`config.mk`:
```
export PLATFORM = sky130hd
export DESIGN_NAME = alu_control_sequencer
export DESIGN_NICKNAME = d
export VERILOG_FILES = /design/src/rtl/alu_control_sequencer.sv
export SDC_FILE = /design/constraint.sdc
export NUM_CORES = 1
export LEC_CHECK = 0
export ABC_AREA = 1
export CORE_ASPECT_RATIO = 1.4
export CORE_MARGIN = 2
export CORE_UTILIZATION = 35
export DETAILED_ROUTE_END_ITERATION = 8
export PLACE_DENSITY = 0.79
export SLEW_MARGIN = 20
export SYNTH_ARGS = -nofsm -noshare
export SYNTH_HDL_FRONTEND = slang
export SYNTH_SLANG_ARGS = --single-unit
```
`constraint.sdc`:
```
create_clock -name CLKb -period 1.3 [get_ports CLKb]
set_input_delay 0.26 -clock CLKb [delete_from_list [all_inputs] [get_ports CLKb]]
set_output_delay 0.26 -clock CLKb [all_outputs]
set_load 0.02 [all_outputs]
```
`src/rtl/alu_control_sequencer.sv`:
```
// Multi-cycle control sequencer for the 10-bit datapath: latches an instruction
// on Exec and walks T0..T3, generating bus, register-file and ALU strobes.
module alu_control_sequencer (
    input  logic       CLKb,
    input  logic       CLRb,
    input  logic       Exec,
    input  logic [9:0] INSTR,
    output logic       IRin,
    output logic [9:0] IR,
    output logic       Extern,
    output logic [3:0] Rout,
    output logic [3:0] Rin,
    output logic       Ain,
    output logic [3:0] FN,
    output logic       Gin,
    output logic       Gout,
    output logic       Done,
    output logic       Busy,
    output logic [1:0] Tstep
);

    typedef enum logic [1:0] {T0 = 2'd0, T1 = 2'd1, T2 = 2'd2, T3 = 2'd3} step_t;

    localparam logic [3:0] OP_LD  = 4'b0000;
    localparam logic [3:0] OP_MOV = 4'b0001;
    localparam logic [3:0] OP_ADD = 4'b0010;
    localparam logic [3:0] OP_SUB = 4'b0011;
    localparam logic [3:0] OP_INV = 4'b0100;
    localparam logic [3:0] OP_NEG = 4'b0101;
    localparam logic [3:0] OP_AND = 4'b0110;
    localparam logic [3:0] OP_OR  = 4'b0111;
    localparam logic [3:0] OP_XOR = 4'b1000;

    step_t      state, state_nxt;
    logic       armed;
    logic [3:0] op;
    logic [3:0] rx_oh, ry_oh;

    assign op    = IR[9:6];
    assign rx_oh = 4'b0001 << IR[5:4];
    assign ry_oh = 4'b0001 << IR[3:2];
    assign Busy  = (state != T0);
    assign Tstep = state;

    // All state moves on the falling clock edge.
    // NOTE: sequential state uses non-blocking assignments so every register
    // samples pre-edge values regardless of statement order.
    always_ff @(negedge CLKb or negedge CLRb) begin
        if (!CLRb) begin
            state <= T0;
            IR    <= '0;
            armed <= 1'b1;
        end else begin
            state <= state_nxt;
            if (IRin) begin
                IR    <= INSTR;
                armed <= 1'b0;
            end else if (!Exec) begin
                armed <= 1'b1;
            end
        end
    end

    always_comb begin
        // NOTE: every output gets a default first, so no path through the case
        // statement can leave a signal unassigned and infer a latch.
        state_nxt = state;
        IRin      = 1'b0;
        Extern    = 1'b0;
        Rout      = 4'b0000;
        Rin       = 4'b0000;
        Ain       = 1'b0;
        FN        = 4'b0000;
        Gin       = 1'b0;
        Gout      = 1'b0;
        Done      = 1'b0;

        unique case (state)
            T0: begin
                // CLRb gate keeps IRin low during reset even with Exec held high.
                IRin = Exec & armed & CLRb;
                if (IRin) state_nxt = T1;
            end
            T1: begin
                case (op)
                    OP_LD: begin
                        Extern    = 1'b1;
                        Rin       = rx_oh;
                        Done      = 1'b1;
                        state_nxt = T0;
                    end
                    OP_MOV: begin
                        Rout      = ry_oh;
                        Rin       = rx_oh;
                        Done      = 1'b1;
                        state_nxt = T0;
                    end
                    OP_ADD, OP_SUB, OP_INV, OP_NEG, OP_AND, OP_OR, OP_XOR: begin
                        Rout      = rx_oh;
                        Ain       = 1'b1;
                        state_nxt = T2;
                    end
                    default: begin
                        Done      = 1'b1;
                        state_nxt = T0;
                    end
                endcase
            end
            T2: begin
                FN  = op;
                Gin = 1'b1;
                // Unary ops take their only operand from A; the bus stays idle.
                if (op != OP_INV && op != OP_NEG) Rout = ry_oh;
                state_nxt = T3;
            end
            T3: begin
                FN        = op;
                Gout      = 1'b1;
                Rin       = rx_oh;
                Done      = 1'b1;
                state_nxt = T0;
            end
            default: state_nxt = T0;
        endcase
    end

endmodule

```
==> results of run 1 <==
## timing repair
item | CTS
gates cloned | 3
setup endpoints to repair | 44
setup buffers | 13
pin swaps | 14
resized for setup | 233
## metrics by stage
step | setup WS (ns) | hold slack (ns) | util | area [sq um] | instances
2_1_floorplan | -0.986 | 0.467 | - | 1040 | 115
3_3_place_gp | -1.34 | 0.421 | 0.778 | 1730 | 210
3_5_place_dp | -1.38 | 0.436 | 0.778 | 1730 | 210
4_1_cts | -1.21 | 0.448 | 0.941 | 2100 | 227
## logic make-up after synthesis
kind of cell,after synthesis,synth area share
and+or+nand+nor,59,0.324
adders and majority gates,5,0.0751
AOI/OAI and AO/OA,16,0.101
buffers and inverters,22,0.108
DFF,13,0.392
==> reports/metrics.csv, run 1 <==
metric,value,unit
cts_max_level,1,
synth_edf_count,0,
grt_max_degree,14,
die_w,45.2,microns
yosys-top-cells-count,"nand2_1, inv_1, nor2_1, dfrtn_1, o21ai_0",
synth.most_common_cell,nand2_1,
io_buffer_count,43,
io_pins,44,
row_count,20,
die_y,61.7,microns
dp_hpwl,2210,microns
endpoint_type,primary output,
status,did not finish,
finalWeightedCongestion,0.824,
cts-buffers-inserted,3,
clockBufferDepth,2,
ctsRootBufferMaster,clkbuf_4,
synth_largest_area_cell,dfrtn_1,
ys_warn_count,0,
synth_area,833,sq um
synth_top_area_frac,0.360,
start_util,0.374,
yosysSeqAreaShare,0.392,
syn_area_per_cell,7.25,sq um
synth-seq-cells,13,
error_line,"[ERROR DPL-0038] Utilization greater than 100%, impossible to legalize",
syn_nets,133,
clock-sinks,13,
worst_endpoint,Rout[3],
synthArstFlopShare,1.00,
synth_area_leaders,"dfrtn_1, nand2_1, inv_1",
syn_inst,115,
haltStage,global routing (5_1_grt),
cts_hold_buf,0,
synthFlopType,dfrtn_1,
yosysUniqueCellTypes,17,
==> run 2, diff against run 1 <==
CORE_AREA = 2 2 63 65   (was default)
CORE_ASPECT_RATIO = default   (was 1.4)
CORE_MARGIN = default   (was 2)
CORE_UTILIZATION = default   (was 35)
DIE_AREA = 0 0 65 67   (was default)
PLACE_DENSITY = default   (was 0.79)
PLACE_DENSITY_LB_ADDON = 0.15   (was default)
clock period = 1.7 ns   (was 1.3 ns; I/O delays follow)
==> reports/metrics.csv, run 2 <==
metric,value,unit
status,"finished, violations left",
violations,setup timing,
synth_top_area_frac,0.360,
cts-buffers-inserted,3,
cts_hold_buf,0,
antenna_found_initial,0,
timing.final.hold_violations,0,
synth.most_common_cell,nand2_1,
grt-ovfl-total,0,
synth_area,833,sq um
setup_ws,-1.06,ns
synth_area_leaders,"dfrtn_1, nand2_1, inv_1",
largest_register_ffs,10,
row_count,22,
vias,1076,
drc_errors,0,
drive_gt1_frac,0.667,
drtAntennaViolNets,0,
syn_to_final_growth,157,%
fin_area,2140,sq um
antenna_cells,0,
max-vdd-ir-drop,0.703,mV
syn_area_per_cell,7.25,sq um
fin_nets,223,
fin_skew,0.0486,ns
clock-sinks,13,
die_area,4360,sq um
grt_usage,0.146,
cp.required,1.36,ns
core-area,3610,sq um
relSlewSlack,0.858,
synthArstFlopShare,1.00,
routed_wirelength,3050,microns
place_area,1720,sq um
rsz0062_at_grt,yes,
crit_arrival,2.42,ns
yosys-top-cells-count,"nand2_1, inv_1, nor2_1, dfrtn_1, o21ai_0",
clockBufferDepth,2,
wl_per_cell,12.1,microns
cp-start-kind,flip-flop,
dr.pass1.iters,4,
rr_worst_depth,9,
dp_hpwl,2120,microns
finalWeightedCongestion,0.746,
instances_no_fill,252,
cellPowerDensity,1930,nW/um^2
yosysSeqAreaShare,0.392,
clock_latency,0.31,ns
whs_path_depth,2,
cts_max_level,1,
synth_edf_count,0,
yosysUniqueCellTypes,17,
synth-seq-cells,13,
clk_pin_slew,0.04,ns
drt_iter0_drc,17,
cts_tree,done,
syn_nets,133,
setup_viol,37,
grt_pass1_wl,4800,microns
dp_slack,-1.23,ns
worstSetupPathType,flip-flop to primary output,
ctsRootBufferMaster,clkbuf_8,
hold_path.class,flip-flop to flip-flop,
viasPerCell,4.27,
p_leak,0.988,nW
ys_warn_count,0,
final-max-slew-violation-count,0,
io_pins,44,
final_cell_mix,"buf_6, buf_4, nand2_1",
tightest_slew,0.213,ns
cap_violations,0,
final_util,0.594,
cp_max_fo,4,
die_w,65,microns
grt_max_degree,14,
regMostFlops,IR,
synthFlopType,dfrtn_1,
grt_pass1_vias,1045,
io_buffer_count,43,
dpl.cell_count,231,
start_util,0.231,
endpoint_kind,primary output,
final_common_cell,buf_6,
syn_inst,115,
die_y,67,microns
synth_largest_area_cell,dfrtn_1,
[run 2: cell counts after synthesis]
Identical to the previous run, type by type.
[run 2: area by class of cell]
class / count / area (sq um)
clock buffers: 3 / 41.3
clock inverters: 2 / 8.76
flip-flops and latches: 13 / 327
multi-input cells: 80 / 668
repair buffers: 87 / 955
well taps: 48 / 60.1
fillers: 325 / 1470
inverters: 19 / 81.3
[run 2: final timing paths]
path / to / from / slack, ns
setup / recovery: Rout[0] / Tstep[0]$_DFFE_NN0P_ / -1.06
hold / removal: IR[0]$_DFFE_NN0P_ / IR[0]$_DFFE_NN0P_ / 0.45
setup reg to reg: IR[4]$_DFFE_NN0P_ / Tstep[0]$_DFFE_NN0P_ / 0.16
hold reg to reg: IR[0]$_DFFE_NN0P_ / IR[0]$_DFFE_NN0P_ / 0.45
max in group asynchronous: armed$_DFFE_NN1P_ / CLRb / 0.65
min in group asynchronous: Tstep[0]$_DFFE_NN0P_ / CLRb / 0.74
[run 2: kinds of logic after synthesis]
group | synth area share
buffers and inverters | 0.108
adders and majority gates | 0.0751
and+or+nand+nor | 0.324
AOI/OAI and AO/OA | 0.101
DFF | 0.392
[run 2: report_power, final]
group | internal (mW) | switching (mW) | total [mW]
clock | 0.165 | 0.128 | 0.293
sequential | 0.470 | 0.167 | 0.637
combinational | 1.66 | 1.55 | 3.20
total | 2.29 | 1.84 | 4.13
[run 2: routing by layer]
metal	vias up	global-route usage	wire [microns]
met5	-	0	0
met1	502	0.182	1270
met4	0	0.0718	59
li1	543	-	-
met3	5	0.0186	108
met2	26	0.249	1610
[run 2: metrics by stage]
step | power, mW | hold slack (ns) | setup TNS, ns
final | 4.13 | 0.447 | -23.90
after global routing | 4.41 | 0.490 | -25.64
after CTS | 3.90 | 0.453 | -23.95
after detailed placement | 3.09 | 0.432 | -38.72
after global placement | 3.06 | 0.420 | -38.37
after floorplan | 1.96 | 0.462 | -14.98
[run 2: critical path: stages (launching register included)]
cell     delay (ns)
dfrtn_1        0.50
inv_2          0.10
buf_12         0.14
ha_4           0.27
inv_6          0.05
a21oi_4        0.12
buf_6          0.13
[run 2: what timing repair did]
action	CTS	global route
cloned	1	1
endpoints found under the setup margin	44	43
gates resized for setup	220	29
setup buffers	15	10
pin swaps	10	7
No activity file was read; power rests on OpenSTA's default activity.
==> run 3, diff against run 2 <==
CAP_MARGIN = 30   (was default)
==> results of run 3 <==
The final DEF is identical to that of run 2; final timing and power are the same.
==> run 4, diff against run 3 <==
HOLD_SLACK_MARGIN = 0.03   (was default)
==> results of run 4 <==
The final DEF is identical to that of run 2; final timing and power are the same.
